==> config.mk <==
export PLATFORM = sky130hd
export DESIGN_NAME = pipeline_sequencer
export DESIGN_NICKNAME = d
export VERILOG_FILES = /design/src/rtl/pipeline_sequencer.sv
export SDC_FILE = /design/constraint.sdc
export NUM_CORES = 1
export LEC_CHECK = 0
export ABC_AREA = 1
export CAP_MARGIN = 20
export CELL_PAD_IN_SITES_DETAIL_PLACEMENT = 0
export CELL_PAD_IN_SITES_GLOBAL_PLACEMENT = 1
export CORE_ASPECT_RATIO = 0.75
export CORE_UTILIZATION = 30
export DETAILED_ROUTE_END_ITERATION = 8
export PLACE_DENSITY = 0.73
export RECOVER_POWER = 25
export SLEW_MARGIN = 10
export SYNTH_ARGS = -nofsm -noshare
export SYNTH_HDL_FRONTEND = slang
export SYNTH_SLANG_ARGS = --single-unit
==> constraint.sdc <==
create_clock -name clk -period 3.5 [get_ports clk]
set_input_delay 1.05 -clock clk [delete_from_list [all_inputs] [get_ports clk]]
set_output_delay 1.05 -clock clk [all_outputs]
set_load 0.02 [all_outputs]
==> src/rtl/pipeline_sequencer.sv <==
// pipeline_sequencer
//
// Front-end controller for a 5-stage MIPS pipeline. Produces the PC write
// enable, the IF/ID stall/flush controls and the ID/EX bubble, resolves
// load-use hazards, taken-branch flushes and the HALT drain sequence, and
// gates the whole pipeline for the debug unit (stop / run / single-step).
//
// Ports:
//   clk             in   system clock, rising edge
//   reset           in   asynchronous, active-low reset
//   id_opcode[5:0]  in   opcode held in IF/ID
//   id_rs[4:0]      in   rs field held in IF/ID
//   id_rt[4:0]      in   rt field held in IF/ID
//   id_branch_taken in   branch resolved taken in ID this cycle
//   ex_mem_read     in   instruction in EX is a load
//   ex_rt[4:0]      in   destination rt of the instruction in EX
//   dbg_run         in   pulse: free-run
//   dbg_step        in   pulse: advance one cycle
//   dbg_stop        in   pulse: freeze
//   pipe_en         out  enable for ID/EX, EX/MEM, MEM/WB and RF write
//   pc_write        out  PC load enable
//   if_id_stall     out  hold IF/ID
//   if_id_flush     out  zero IF/ID
//   id_ex_bubble    out  force zero control bits into ID/EX
//   halted          out  pipeline drained and frozen
//   state_o[2:0]    out  current state (STOP=0 RUN=1 STEP=2 DRAIN=3 HALTED=4)
//   cycle_count     out  number of cycles the pipeline advanced (wraps)
//
// Control outputs are combinational from the state register and the current
// inputs; halted and state_o come straight from the state register.

module pipeline_sequencer #(
    parameter logic [5:0] HALT_OPCODE  = 6'b111111,
    parameter int         DRAIN_CYCLES = 4,
    parameter int         CNT_W        = 32
) (
    input  logic             clk,
    input  logic             reset,
    input  logic [5:0]       id_opcode,
    input  logic [4:0]       id_rs,
    input  logic [4:0]       id_rt,
    input  logic             id_branch_taken,
    input  logic             ex_mem_read,
    input  logic [4:0]       ex_rt,
    input  logic             dbg_run,
    input  logic             dbg_step,
    input  logic             dbg_stop,
    output logic             pipe_en,
    output logic             pc_write,
    output logic             if_id_stall,
    output logic             if_id_flush,
    output logic             id_ex_bubble,
    output logic             halted,
    output logic [2:0]       state_o,
    output logic [CNT_W-1:0] cycle_count
);

    typedef enum logic [2:0] {
        S_STOP   = 3'd0,
        S_RUN    = 3'd1,
        S_STEP   = 3'd2,
        S_DRAIN  = 3'd3,
        S_HALTED = 3'd4
    } state_t;

    localparam logic [3:0] DRAIN_LAST = 4'(DRAIN_CYCLES - 1);

    state_t           r_state;
    state_t           w_next_state;
    logic [3:0]       r_drain_cnt;
    logic [3:0]       w_next_drain_cnt;
    logic [CNT_W-1:0] r_cycle_count;

    logic w_load_use;
    logic w_halt_id;

    // r0 is never a real producer, so a load to r0 cannot create a hazard.
    assign w_load_use = ex_mem_read && (ex_rt != 5'd0) &&
                        ((ex_rt == id_rs) || (ex_rt == id_rt));
    assign w_halt_id  = (id_opcode == HALT_OPCODE);

    always_ff @(posedge clk or negedge reset) begin
        if (!reset) begin
            r_state       <= S_STOP;
            r_drain_cnt   <= 4'd0;
            r_cycle_count <= '0;
        end else begin
            r_state     <= w_next_state;
            r_drain_cnt <= w_next_drain_cnt;
            if (pipe_en) begin
                r_cycle_count <= r_cycle_count + 1'b1;
            end
        end
    end

    always_comb begin
        // Frozen-pipeline values; every state that advances overrides them.
        w_next_state     = r_state;
        w_next_drain_cnt = r_drain_cnt;
        pipe_en          = 1'b0;
        pc_write         = 1'b0;
        if_id_stall      = 1'b1;
        if_id_flush      = 1'b0;
        id_ex_bubble     = 1'b0;

        case (r_state)
            S_STOP: begin
                if (dbg_run) begin
                    w_next_state = S_RUN;
                end else if (dbg_step) begin
                    w_next_state = S_STEP;
                end
            end

            S_RUN, S_STEP: begin
                pipe_en = 1'b1;
                // Load-use masks any branch or halt in ID: the stalled
                // instruction is re-examined next cycle.
                if (w_load_use) begin
                    pc_write     = 1'b0;
                    if_id_stall  = 1'b1;
                    id_ex_bubble = 1'b1;
                end else if (w_halt_id) begin
                    pc_write    = 1'b0;
                    if_id_stall = 1'b0;
                    if_id_flush = 1'b1;
                end else if (id_branch_taken) begin
                    pc_write    = 1'b1;
                    if_id_stall = 1'b0;
                    if_id_flush = 1'b1;
                end else begin
                    pc_write    = 1'b1;
                    if_id_stall = 1'b0;
                end

                // A taken halt beats a simultaneous stop and ends a step.
                if (!w_load_use && w_halt_id) begin
                    w_next_state     = S_DRAIN;
                    w_next_drain_cnt = 4'd0;
                end else if (r_state == S_STEP) begin
                    w_next_state = S_STOP;
                end else if (dbg_stop) begin
                    w_next_state = S_STOP;
                end
            end

            S_DRAIN: begin
                pipe_en          = 1'b1;
                if_id_stall      = 1'b0;
                if_id_flush      = 1'b1;
                id_ex_bubble     = 1'b1;
                w_next_drain_cnt = r_drain_cnt + 4'd1;
                if (r_drain_cnt == DRAIN_LAST) begin
                    w_next_state = S_HALTED;
                end
            end

            S_HALTED: begin
                // Only reset leaves this state.
            end

            default: begin
                w_next_state = S_STOP;
            end
        endcase
    end

    assign halted      = (r_state == S_HALTED);
    assign state_o     = r_state;
    assign cycle_count = r_cycle_count;

endmodule

# [Word-level counts from Yosys, hierarchy flattened]
# Index checks and enable logic that the tools add are counted.
[word_totals] latchBits=0 mem_bits_rw=0 wordCells=50 register_bits=39 output_inout_bits=41 mem_count=0 rom_bits=0 in_bits=28
[classes] eq_ne=12 n_div=0 n_addsub=2 multipliers=0 n_reduce_logical=12 n_bitwise=1 shifts=0 n_lt_le_gt_ge=0 mux=20
[op_table] operator="$add A32 B1 Y32 const B" count=1
[op_table] operator="$mux W3" count=6
[op_table] operator="$pmux W3 S4" count=1
[op_table] operator="$eq A5 B5 Y1" count=2
[op_table] operator="$mux W1" count=8
[op_table] operator="$pmux W4 S2" count=1
[op_table] operator="$eq A3 B2 Y1 const B" count=2
[op_table] operator="$eq A6 B6 Y1 const B" count=1
[op_table] operator="$pmux W1 S2" count=3
[op_table] operator="$reduce_bool A5 Y1" count=1
[op_table] operator="$add A4 B1 Y4 const B" count=1
[op_table] operator="$eq A4 B2 Y1 const B" count=1
[op_table] operator="$mux W4" count=1
[op_table] operator="$ne A2 B2 Y1 const B" count=2
[op_table] operator="$ne A4 B4 Y1 const B" count=1
[op_table] operator="$reduce_and A4 Y1" count=1
[op_table] operator="$eq A3 B1 Y1 const B" count=1
[op_table] operator="$eq A3 B3 Y1 const B" count=1
[op_table] operator="$logic_and A1 B1 Y1" count=3
[op_table] operator="$logic_not A3 Y1" count=1
[op_table] operator="$ne A3 B3 Y1 const B" count=1
[op_table] operator="$reduce_or A3 Y1" count=1
[op_table] operator="$reduce_and A2 Y1" count=1
[op_table] operator="$reduce_bool A2 Y1" count=1
[op_table] operator="4 further kinds" count=4

# [Logic depth before layout (Yosys ltp)]
# Gate-level depths: netlist of run 1.
[depth] word_depth=7 ltp_mapped=12 mapped_depth_nobuf=12

# [Least setup slack after synthesis of run 1]
# OpenSTA, ideal clock, no wires.
[synth_timing] kind="input port to output port" start="input port ex_rt[1]" end="output port if_id_flush" slack_ns=0.566 n_path_buf=0 required_ns=2.450 cell_stages=7 t_arrival_ns=1.884 cell_sequence="inv_1 nand4_1 o21ai_0 inv_1 nand2_1 nand3_1 nand3_1"
[synth_between] elab_chain_cells=5 word_cells_on_any_way=8 cone_classes="2 x eq/ne; 2 x mux; 4 x reduce/logical"
[synth_lines] item="start, declared" line="44" source="input logic [4:0] ex_rt,"
[synth_lines] item="$eq A5 B5 Y1 / $reduce_bool A5 Y1 (equally long branches)" line="79, 78"
[synth_lines] item="$logic_or A1 B1 Y1 / $logic_and A1 B1 Y1 (equally long branches)" line="79, 78"
[synth_lines] item="$logic_and A1 B1 Y1 (*)" line="78" source="assign w_load_use = ex_mem_read && (ex_rt != 5'd0) &&"
[synth_lines] item="$mux W1 (*)" line="119" source="if (w_load_use) begin"
[synth_lines] item="$pmux W1 S2 (*)" line="106" source="case (r_state)"
[synth_lines] item="end, declared" line="51" source="output logic if_id_flush,"
# Mark *: on every way between the ends. The rest lies on a longest branch, timed or not.

# [Worst setup path in the final report of run 1]
[layout_timing] start="input port id_rt[1]" end="output port if_id_flush"
[layout_between] elab_chain_cells=5
[layout_lines] item="start, declared" line="41" source="input logic [4:0] id_rt,"
[layout_lines] item="$eq A5 B5 Y1" line="79" source="((ex_rt == id_rs) || (ex_rt == id_rt));"
[layout_lines] item="$logic_or A1 B1 Y1" line="79"
[layout_lines] item="$logic_and A1 B1 Y1" line="78"
[layout_lines] item="$mux W1" line="119"
[layout_lines] item="$pmux W1 S2" line="106"
# No other way between the ends.

==> summary.txt, run 1 <==
================================================================================
Outcome                                                             finished with violations
Violations in the final reports                                     max-capacitance violations, max-slew violations
Max-slew headroom at the worst pin                                        -37.6%
Number of hold buffers added after CTS                                         0
Endpoint, Worst Hold                                                cycle_count[30]
Portion of total power attributed to sequential cells                      39.7%
Area of the core region                                                7030 um^2
Clk Latency, worst-skew pair                                              290 ps
Post-DP HPWL                                                             4530 um
Worst hold slack                                                          503 ps
Mean cell area of the mapped netlist                                   7.94 um^2
Diode count                                                                    0
Clock skew after layout                                                  7.59 ps
Maximum count of clock buffers along a single path                             2
Post-DR wirelength/cell                                                  12.2 um
Number of global-route vias before repair                                   1979
Final period demand of the worst path                                    3420 ps
Crit. Startpoint                                                        id_rt[1]
Cell depth of the worst hold path                                              1
Via/cell ratio                                                              4.33
Total length of routed wires                                             5640 um
Post-detailed-route count of antenna-violating nets                            0
Clock tree from TritonCTS                                                   done
Class of the tightest hold or removal check                           reg -> reg
Maximum number of pins on one net before global-route repair                  40
Total negative slack                                                        0 ps
Combinational Power Share                                                  41.1%
Most common cell after layout, fill and taps aside                  sky130_fd_sc_hd__nand2_1
First-pass GRT wire length                                               9720 um
Routability cong.                                                          0.834
Final hold vios                                                                0
Reported leakage power                                                0.00160 uW
Origin of the worst min-delay path                                  cycle_count[30]
Slowest cell on the critical path                                   sky130_fd_sc_hd__clkdlybuf4s50_1
Most numerous cell on the critical path                             sky130_fd_sc_hd__nand3_1
Number of antenna violations at the first check in global routing              0
Std cell rows                                                                 26
Critical path launch point type                                       input port
Worst Path Required                                                      2450 ps
Period Utilization, post-route                                             97.7%
Number of DRC markers after the initial detailed-route iteration              64
Number of DRC violations after detailed routing                                0
Number of cells traversed by the worst register-to-register path              10
Num ports                                                                     69
Source of the worst register-to-register timing path                  state_o[0]
Setup repair after global routing missed its margin                        false
Initial standard-cell utilization of the core                              32.0%
Synth Register Bits                                                           39
Cell internal power dissipation                                           929 uW
Number of I/O port buffers                                                    68
Area grow syn2layout                                                       39.8%
Max frequency                                                            292 MHz
Cells along the critical path                                       clkdlybuf4s50_1 -> inv_1 -> nand2_1 -> nand2_1 -> nor2_2 -> nand3_1 -> nand2_2 -> nand2_2 -> nand3_1 -> nand3_1 -> buf_4
Number of sinks driven by the clock tree                                      39
Worst VDD drop                                                          0.249 mV
Switching part of the total                                                39.3%
Highest cell delay on the worst timing path                               480 ps
Part of the power in the clock network                                     19.2%
Cell variety after synth                                                      23
Worst Max-Slew Pin Slew                                                  2060 ps
Total of max-cap violations                                                    1
Mapped Area                                                            2250 um^2
Cells after synthesis                                                        283
Routed via count                                                            2002
Critical Path Fanout Max                                                       4
Post-place instance area                                               3080 um^2
Setup Crit Path Kind                                                   in -> out
Number of filler cells placed in the layout                                  748
Dominant delay contributor by cell family on the critical path      buffers and inverters
Root buffer cell                                                    sky130_fd_sc_hd__clkbuf_8
Commonest cells after routing, fill and taps aside                  sky130_fd_sc_hd__nand2_1 (76), sky130_fd_sc_hd__clkdlybuf4s50_1 (56), sky130_fd_sc_hd__inv_1 (43)
Count of final setup violators                                                 0
Clock-pin slew on the worst setup and hold paths                           80 ps
Reg-to-reg setup timing slack                                            1290 ps
DIE HEIGHT                                                               77.0 um
Count of nets after finishing                                                393
H-Tree Level Count                                                             2
Overall routing resource usage                                             16.1%
Synth Net Count                                                              313
Chip width                                                                102 um
Total clock buffers created by CTS                                             5
Net load switching power                                                  601 uW
Warning count from the yosys run                                               0
Cell area after layout                                                 3140 um^2
Slew Limit Fails                                                              40
Grt ovf                                                                        0
Arrival time at the worst endpoint                                       2370 ps
Fraction of final layout cells sized beyond drive strength 1               9.34%
Total buffers and inverters traversed by the critical path                     3
Sequential cell area fraction in the yosys report                          43.4%
R2r endpoint                                                        cycle_count[21]
Full die area                                                          7840 um^2
Initial DRT Pass Iterations                                                    5
Kind of end point of the critical path                              primary output
Cell Pwr Density                                                     487 nW/um^2
================================================================================
[cell families (layout without fill, tap and decap cells)]
| logic type | after synthesis | after routing | share of synthesized area [%] |
|---|---|---|---|
| xor+xnor | 33 | 33 | 12.9 |
| simple gates | 157 | 157 | 33.2 |
| buf+inv | 45 | 126 | 7.52 |
| compound gates | 7 | 7 | 1.84 |
| flops | 39 | 39 | 43.4 |
| fa+ha+maj | 2 | 2 | 1.11 |
[layer usage]
layer / global-route usage, % / vias to the layer above / part of all wire, %
li1: - / 1048 / -
met1: 24.5 / 911 / 54
met2: 22.6 / 35 / 41
met3: 3.46 / 8 / 4.0
met4: 4.29 / 0 / 1.1
met5: 0 / - / 0
[how the worst max path moves through the flow]
stage,end,cells past startpoint
finish,if_id_flush,11
global route,if_id_flush,11
CTS,if_id_flush,11
detailed placement,if_id_flush,11
global placement,if_id_flush,11
floorplan,if_id_flush,7
[worst reg2reg max path, cell delays in order, from the launching register on]
cell,delay [ps]
sky130_fd_sc_hd__dfrtp_1,400
sky130_fd_sc_hd__inv_1,90
sky130_fd_sc_hd__nand2_1,100
sky130_fd_sc_hd__nand2_1,210
sky130_fd_sc_hd__nor2_1,430
sky130_fd_sc_hd__nand2_4,110
sky130_fd_sc_hd__nor2_1,330
sky130_fd_sc_hd__nand2_4,100
sky130_fd_sc_hd__nor2_4,120
sky130_fd_sc_hd__nand2_2,60
sky130_fd_sc_hd__xor2_1,140
[through the flow]
step	total power (uW)	worst slack, ps	utilization, %	std cells
after global routing	1650	3.15	44.7	462
after CTS	1570	-21.8	44.8	462
final	1530	79.5	44.7	462
after detailed placement	1300	-468	43.9	454
after floorplan	993	566	-	283
after global placement	1290	-448	43.9	454
[what timing repair did]
item                                    4_1_cts  5_1_grt
endpoints found under the setup margin        4        4
resized for setup                            20       11
pin swaps                                     0        1
cloned                                        0        0
setup buffers                                 0        0
[synthesized netlist by cell type]
cell type | n | share of area (%)
sky130_fd_sc_hd__nor2_1 | 27 | 4.5
sky130_fd_sc_hd__inv_2 | 2 | 0.33
sky130_fd_sc_hd__nor3_1 | 2 | 0.45
sky130_fd_sc_hd__nor4_1 | 2 | 0.56
sky130_fd_sc_hd__ha_1 | 2 | 1.1
sky130_fd_sc_hd__nand3_1 | 18 | 4.0
sky130_fd_sc_hd__xor2_1 | 18 | 7.0
sky130_fd_sc_hd__nand2_1 | 76 | 13
sky130_fd_sc_hd__nand4_1 | 13 | 3.6
sky130_fd_sc_hd__nor3b_1 | 1 | 0.33
sky130_fd_sc_hd__o21ai_0 | 3 | 0.67
sky130_fd_sc_hd__o32ai_1 | 1 | 0.39
sky130_fd_sc_hd__xnor2_1 | 15 | 5.8
sky130_fd_sc_hd__nor2_2 | 3 | 0.84
sky130_fd_sc_hd__inv_1 | 43 | 7.2
sky130_fd_sc_hd__dfrtp_1 | 39 | 43
sky130_fd_sc_hd__nand2_2 | 4 | 1.1
sky130_fd_sc_hd__and3_1 | 1 | 0.28
sky130_fd_sc_hd__nor3_2 | 3 | 1.3
sky130_fd_sc_hd__nand2_4 | 3 | 1.5
sky130_fd_sc_hd__o211ai_1 | 1 | 0.33
sky130_fd_sc_hd__nor2_4 | 4 | 2.0
sky130_fd_sc_hd__a21oi_1 | 2 | 0.45
[area by class of cell]
cell class | instances | area [um^2] | area share [%]
clock inverter | 1 | 5.00 | 0.159
timing repair buffer | 73 | 708 | 22.5
inverter | 45 | 169 | 5.38
tap | 98 | 123 | 3.90
multi-input combinational | 199 | 1080 | 34.5
clock buffer | 7 | 76.3 | 2.43
sequential | 39 | 976 | 31.1
[power groups by stage]
| stage | sequential [uW] | clock (uW) | combinational [uW] |
|---|---|---|---|
| finish | 607 | 294 | 629 |
| global route | 619 | 333 | 698 |
| CTS | 609 | 305 | 655 |
| detailed placement | 618 | 0 | 680 |
| global placement | 618 | 0 | 674 |
| floorplan | 660 | 0 | 333 |
[sequential cells by signal (all words and copies together), names as in the netlist]
register,flops
cycle_count,32
r_drain_cnt,4
state_o,3
No activity file was read; power rests on OpenSTA's default activity.
==> run 2, diff against run 1 <==
Settings changed: ABC_CLOCK_PERIOD_IN_PS from default to 3500.
==> results of run 2 <==
The final DEF is identical to that of run 1; final timing and power are the same.
